## config.mk

```make
export PLATFORM = sky130hd
export DESIGN_NAME = fb_port2_arbiter
export DESIGN_NICKNAME = d
export VERILOG_FILES = /design/src/rtl/fb_pkg.sv /design/src/rtl/fb_clear_engine.sv /design/src/rtl/fb_port2_arbiter.sv
export SDC_FILE = /design/constraint.sdc
export NUM_CORES = 1
export LEC_CHECK = 0
export CAP_MARGIN = 30
export CORE_MARGIN = 2
export CORE_UTILIZATION = 45
export CTS_BUF_LIST = sky130_fd_sc_hd__clkbuf_8 sky130_fd_sc_hd__clkbuf_16
export CTS_CLUSTER_SIZE = 28
export DETAILED_ROUTE_END_ITERATION = 7
export DONT_BUFFER_PORTS = 1
export PLACE_DENSITY = 0.62
export SYNTH_ARGS = -nofsm -noshare
export SYNTH_HDL_FRONTEND = slang
export SYNTH_SLANG_ARGS = --single-unit
```

## constraint.sdc

```tcl
create_clock -name clk -period 6.9 [get_ports clk]
set_clock_uncertainty 0.15 [all_clocks]
set_input_delay 1.38 -clock clk [delete_from_list [all_inputs] [get_ports clk]]
set_output_delay 1.38 -clock clk [all_outputs]
set_load 0.01 [all_outputs]
```

## src/rtl/fb_pkg.sv

```systemverilog
// Shared constants and enums for the frame-buffer port-2 arbiter.
// Owner tags route one-cycle-late read data back to its issuer.
package fb_pkg;
    localparam int FB_ADDR_W = 19;
    localparam int FB_DATA_W = 8;
    localparam int FB_DEPTH  = 307200;

    typedef enum logic [1:0] {
        OWN_NONE = 2'd0,
        OWN_VID  = 2'd1,
        OWN_HOST = 2'd2
    } own_e;

    typedef enum logic [1:0] {
        CLR_IDLE = 2'd0,
        CLR_RUN  = 2'd1,
        CLR_DONE = 2'd2
    } clr_state_e;
endpackage

```

## src/rtl/fb_clear_engine.sv

```systemverilog
// Fill/clear engine: writes a byte over a clamped address range,
// one word per granted cycle, then pulses done.
import fb_pkg::*;

module fb_clear_engine #(
    parameter int ADDR_W = FB_ADDR_W,
    parameter int DATA_W = FB_DATA_W,
    parameter int DEPTH  = FB_DEPTH
) (
    input  logic              clk,
    input  logic              reset_n,
    input  logic              i_start,
    input  logic [ADDR_W-1:0] i_base,
    input  logic [ADDR_W-1:0] i_count,
    input  logic [DATA_W-1:0] i_value,
    output logic              o_req,
    output logic [ADDR_W-1:0] o_addr,
    output logic [DATA_W-1:0] o_data,
    input  logic              i_gnt,
    output logic              o_busy,
    output logic              o_done
);
    localparam logic [1:0] ST_IDLE = CLR_IDLE;
    localparam logic [1:0] ST_RUN  = CLR_RUN;
    localparam logic [1:0] ST_DONE = CLR_DONE;
    localparam logic [ADDR_W:0] DEPTH_L = (ADDR_W+1)'(DEPTH);

    logic [1:0]        r_state;
    logic [ADDR_W-1:0] r_addr;
    logic [ADDR_W-1:0] r_left;
    logic [DATA_W-1:0] r_value;

    logic [ADDR_W:0] w_room;
    logic [ADDR_W:0] w_eff;
    logic            w_in_range;

    // Room left before the end of RAM; only meaningful when base is in range
    assign w_room     = DEPTH_L - {1'b0, i_base};
    assign w_in_range = {1'b0, i_base} < DEPTH_L;
    assign w_eff      = ({1'b0, i_count} < w_room) ? {1'b0, i_count} : w_room;

    always_ff @(posedge clk) begin
        if (!reset_n) begin
            r_state <= ST_IDLE;
            r_addr  <= '0;
            r_left  <= '0;
            r_value <= '0;
        end else begin
            case (r_state)
                ST_IDLE: begin
                    if (i_start) begin
                        r_addr  <= i_base;
                        r_value <= i_value;
                        r_left  <= w_eff[ADDR_W-1:0];
                        if (!w_in_range || w_eff == '0)
                            r_state <= ST_DONE;
                        else
                            r_state <= ST_RUN;
                    end
                end
                ST_RUN: begin
                    if (i_gnt) begin
                        r_addr <= r_addr + 1'b1;
                        r_left <= r_left - 1'b1;
                        if (r_left == ADDR_W'(1))
                            r_state <= ST_DONE;
                    end
                end
                ST_DONE: r_state <= ST_IDLE;
                default: r_state <= ST_IDLE;
            endcase
        end
    end

    assign o_req  = (r_state == ST_RUN);
    assign o_addr = r_addr;
    assign o_data = r_value;
    assign o_busy = (r_state != ST_IDLE);
    assign o_done = (r_state == ST_DONE);
endmodule

```

## src/rtl/fb_port2_arbiter.sv

```systemverilog
// Frame-buffer RAM port-2 arbiter: video > host > fill, with host
// starvation relief and a tagged one-cycle read-return path.
import fb_pkg::*;

module fb_port2_arbiter #(
    parameter int ADDR_W       = FB_ADDR_W,
    parameter int DATA_W       = FB_DATA_W,
    parameter int DEPTH        = FB_DEPTH,
    parameter int STARVE_LIMIT = 16
) (
    input  logic              clk,
    input  logic              reset_n,
    input  logic              vid_req,
    input  logic [ADDR_W-1:0] vid_addr,
    output logic              vid_gnt,
    output logic [DATA_W-1:0] vid_rdata,
    output logic              vid_rvalid,
    input  logic [ADDR_W-1:0] host_address,
    input  logic              host_read,
    input  logic              host_write,
    input  logic [DATA_W-1:0] host_writedata,
    output logic              host_waitrequest,
    output logic [DATA_W-1:0] host_readdata,
    output logic              host_readdatavalid,
    input  logic              clr_start,
    input  logic [ADDR_W-1:0] clr_base,
    input  logic [ADDR_W-1:0] clr_count,
    input  logic [DATA_W-1:0] clr_value,
    output logic              clr_busy,
    output logic              clr_done,
    output logic [ADDR_W-1:0] ram_address,
    output logic              ram_chipselect,
    output logic              ram_write,
    output logic [DATA_W-1:0] ram_writedata,
    output logic              ram_clken,
    input  logic [DATA_W-1:0] ram_readdata
);
    localparam int CNT_W = $clog2(STARVE_LIMIT + 1);
    localparam logic [CNT_W-1:0] LIMIT = CNT_W'(STARVE_LIMIT);
    localparam logic [ADDR_W:0] DEPTH_L = (ADDR_W+1)'(DEPTH);

    logic [CNT_W-1:0] r_starve;
    own_e             r_tag;
    logic             r_zero;

    logic              w_host_req;
    logic              w_host_oor;
    logic              w_force;
    logic              w_gnt_vid;
    logic              w_gnt_host;
    logic              w_gnt_clr;
    logic              w_clr_req;
    logic [ADDR_W-1:0] w_clr_addr;
    logic [DATA_W-1:0] w_clr_data;

    fb_clear_engine #(
        .ADDR_W(ADDR_W),
        .DATA_W(DATA_W),
        .DEPTH (DEPTH)
    ) u_clr (
        .clk    (clk),
        .reset_n(reset_n),
        .i_start(clr_start),
        .i_base (clr_base),
        .i_count(clr_count),
        .i_value(clr_value),
        .o_req  (w_clr_req),
        .o_addr (w_clr_addr),
        .o_data (w_clr_data),
        .i_gnt  (w_gnt_clr),
        .o_busy (clr_busy),
        .o_done (clr_done)
    );

    assign w_host_req = host_read | host_write;
    assign w_host_oor = {1'b0, host_address} >= DEPTH_L;
    assign w_force    = w_host_req && (r_starve == LIMIT);

    // No grants while reset is asserted so an aborted fill writes nothing
    assign w_gnt_vid  = reset_n && vid_req && !w_force;
    assign w_gnt_host = reset_n && w_host_req && !w_gnt_vid;
    assign w_gnt_clr  = reset_n && w_clr_req && !vid_req && !w_host_req;

    assign vid_gnt          = w_gnt_vid;
    assign host_waitrequest = w_host_req && !w_gnt_host;
    assign ram_clken        = 1'b1;

    always_comb begin
        ram_address    = '0;
        ram_chipselect = 1'b0;
        ram_write      = 1'b0;
        ram_writedata  = '0;
        unique case (1'b1)
            w_gnt_vid: begin
                ram_address    = vid_addr;
                ram_chipselect = 1'b1;
            end
            w_gnt_host: begin
                ram_address    = host_address;
                ram_chipselect = !w_host_oor;
                ram_write      = host_write && !w_host_oor;
                ram_writedata  = host_writedata;
            end
            w_gnt_clr: begin
                ram_address    = w_clr_addr;
                ram_chipselect = 1'b1;
                ram_write      = 1'b1;
                ram_writedata  = w_clr_data;
            end
            default: ;
        endcase
    end

    always_ff @(posedge clk) begin
        if (!reset_n) begin
            r_starve <= '0;
            r_tag    <= OWN_NONE;
            r_zero   <= 1'b0;
        end else begin
            if (w_host_req && !w_gnt_host) begin
                if (r_starve != LIMIT)
                    r_starve <= r_starve + 1'b1;
            end else begin
                r_starve <= '0;
            end
            if (w_gnt_vid)
                r_tag <= OWN_VID;
            else if (w_gnt_host && !host_write)
                r_tag <= OWN_HOST;
            else
                r_tag <= OWN_NONE;
            r_zero <= w_host_oor;
        end
    end

    assign vid_rvalid         = (r_tag == OWN_VID);
    assign vid_rdata          = ram_readdata;
    assign host_readdatavalid = (r_tag == OWN_HOST);
    assign host_readdata      = r_zero ? '0 : ram_readdata;
endmodule

```

==> results.cfg <==
[critical_path]
slowest_stage = or4_1
critical_path_arrival_ns = 5.07
crit_fanout = 22
cp.required_ns = 6.98
start_kind = primary input
reg2reg_from = r_starve[0]$_SDFFE_PN0P_
crit_type = primary input to register
crit_chain = or4_1 > nor4_4 > nor3_1 > or2_2 > ha_1 > a21oi_1 > a21boi_0 > a211oi_1 > o211a_1 > or2_4 > o311ai_1 > nor4b_2
end_kind = register
max_stage_delay_ns = 0.69
crit_path_start = clr_base[10]

[power]
pwr-share-clk_pct = 21.3
p_int_mw = 0.5739
switching_share_pct = 39.08
power.leakage_nw = 1.906
p_sw_mw = 0.3682
seqPwrFrac_pct = 42.3
vdd_drop_max_v = 0.00008578
p_total_mw = 0.9421
power_per_cell_area_nw_per_um2 = 188.1
pwr-share-comb_pct = 36.4

[hold_path]
holdCritPathClass = register to register
min_from = u_clr.o_data[3]$_SDFFE_PN0P_

[finish]
drive_gt1_share_pct = 5.452
final_cell_count_no_fill = 782
final_nets = 772
n_fill_cell = 1113
final_util_pct = 46.39
syn2layout_area_growth_pct = 1.240
fin_area_um2 = 5007
diodes = 0
seqCellArea_um2 = 1121
multi_input_area_um2 = 3423

[sta]
maxSlewViolCount = 0
hold_ws_ns = 0.3181
grt_setup_unrepaired = no
period_needed_ns = 4.986
setup_viol = 0
finalHoldViolations = 0
slew_headroom_pct = 35.54
worst-slew-pin-transition_ns = 0.9669
tns_ns = 0
finalCritPeriodShare_pct = 72.27
postLayoutSetupSlackWorst_ns = 1.914
fmax_mhz = 200.5

[route]
first_pass_iters = 6
drc = 0
vias_per_cell = 6.590
vias = 5153
wl_per_cell_um = 20.04
wl_um = 15670
final_antenna_net_count = 0
drt_iter0_markers = 412

[clock_tree]
ctsResizeCount = 0
root_buffer = clkbuf_8
cts_hold_buf = 0
max-clock-path-buffers = 2
tritoncts = built
post_cts_buffers = 0
cts_buffers = 5
clock_sinks = 56
clock_latency_ns = 0.32
path_clk_slew_ns = 0.10
cts.htree.levels = 2

[grt]
grtUsageMet3_pct = 3.945
met2_usage_pct = 41.21
grt_pass1_vias = 4566
grt_pass1_wl_um = 23810
grtUsageTotal_pct = 25.85
busiest_layer = met2
grt_max_degree = 63
grt_remaining_overflow = 0
antenna_found_initial = 0
use_met1_pct = 35.88

[logic_synthesis]
synth_most_common_cell = nand2_1
ys_seq_elements = 56
netlist_area_um2 = 4946
synth_top_area_share_pct = 22.67
yosysSeqAreaShare_pct = 22.67
ys_warn_count = 0
synth_common_cells = nand2_1 (71), o21ai_0 (61), dfxtp_1 (56)
syn_inst = 684
synth_cell_types = 71
yosys.area.top_type = dfxtp_1
synthesis.nets = 814
synth.top_cells.by_area = dfxtp_1 (23%), o21ai_0 (6.2%), ha_1 (6.1%), nand2_1 (5.4%), a21oi_1 (5.0%)
synthArstFlopShare_pct = 0
synth-edff-count = 0
avgSynthCellArea_um2 = 7.231
synthFlopType = dfxtp_1

[place]
io_buffers = 0
placedInstanceArea_um2 = 4911
dp_cells = 775
dp_hpwl_um = 11730
dp_slack_ns = 1.638
gp_congestion = 0.9112

[die]
floorplan.die_area_um2 = 11850
die_w_um = 108.8
core-area_um2 = 10790
num_io_pins = 158
row_count = 38
die_h_um = 108.8
initial_utilization_pct = 45.83

[outcome]
outcome = completed

[flow_run]
cap_violations = 0
## power groups by stage
| stage | sequential, mW | combinational, mW | clock [mW] |
|---|---|---|---|
| 3_5_place_dp | 0.405 | 0.339 | 0 |
| 6_report | 0.399 | 0.343 | 0.201 |
| 3_3_place_gp | 0.403 | 0.332 | 0 |
| 4_1_cts | 0.397 | 0.340 | 0.205 |
| 5_1_grt | 0.404 | 0.386 | 0.219 |
| 2_1_floorplan | 0.391 | 0.284 | 0 |
## worst max-delay path, delay by kind of cell
kind / cells / cell delay [ns]
and+or+nand+nor: 6 / 2.07
AOI/OAI and AO/OA: 5 / 1.29
adders and majority gates: 1 / 0.31
## registers in the layout (all words and copies together) (netlist names)
register and count:
r_tag 2, r_zero 1, u_clr.o_data 8, u_clr.r_state 2, u_clr.r_left 19, r_starve 5, u_clr.o_addr 19
## metal layers
metal	vias to the layer above	routed length, µm	part of all wire (%)
li1	2457	-	-
met1	2449	7205	46
met2	230	7137	46
met3	17	1027	6.6
met4	0	299	1.9
met5	-	0	0
## layout by cell type (no fill, tap or decap), types with 5 or more instances in the layout
cell type / synthesis / routed
and2_1: 12 / 12
ha_1: 24 / 24
and3_1: 7 / 7
a222oi_1: 19 / 19
xnor2_1: 6 / 6
nor2b_1: 21 / 20
a21oi_1: 49 / 49
a31oi_1: 10 / 10
buf_4: 9 / 8
and4_1: 6 / 6
nor4_1: 16 / 16
or3_1: 5 / 5
nand3_1: 19 / 19
nand2_1: 71 / 71
nand2b_1: 6 / 5
clkbuf_8: 0 / 7
o21ai_0: 61 / 61
a21o_1: 6 / 6
xor2_1: 7 / 7
a21boi_0: 14 / 14
o31ai_1: 6 / 6
nor3_1: 31 / 31
dfxtp_1: 56 / 56
inv_1: 35 / 35
nand4_1: 10 / 10
nor2_1: 35 / 35
a22o_1: 9 / 9
o211ai_1: 8 / 8
or2_2: 5 / 5
a22oi_1: 6 / 6
## cell type report
type / count / share of cell area [%]
multi-input combinational: 536 / 68.37
sequential: 56 / 22.39
tap: 140 / 3.498
inverter: 35 / 2.624
clock buffer: 7 / 1.924
timing repair buffer: 8 / 1.199
## cells by family after synthesis
kind of cell | after synthesis | synth area share (%)
buffers and inverters | 92 | 8.348
AOI/OAI and AO/OA | 226 | 30.53
DFF | 56 | 22.67
adders and majority gates | 24 | 6.071
xor gates and xnor gates | 14 | 2.631
other | 1 | 0.07582
and+or+nand+nor | 271 | 29.67
## path summary, 6_finish.rpt
| check | end | slack, ns | cells past startpoint |
|---|---|---|---|
| worst min register to register | u_clr.o_data[3]$_SDFFE_PN0P_ | 0.32 | 2 |
| worst min-delay path | u_clr.o_data[3]$_SDFFE_PN0P_ | 0.32 | 2 |
| worst max-delay path | u_clr.r_state[1]$_SDFFE_PN0P_ | 1.91 | 12 |
| worst max register to register | r_tag[1]$_SDFF_PP0_ | 4.10 | 8 |
Power figures use the tool's default switching activity.
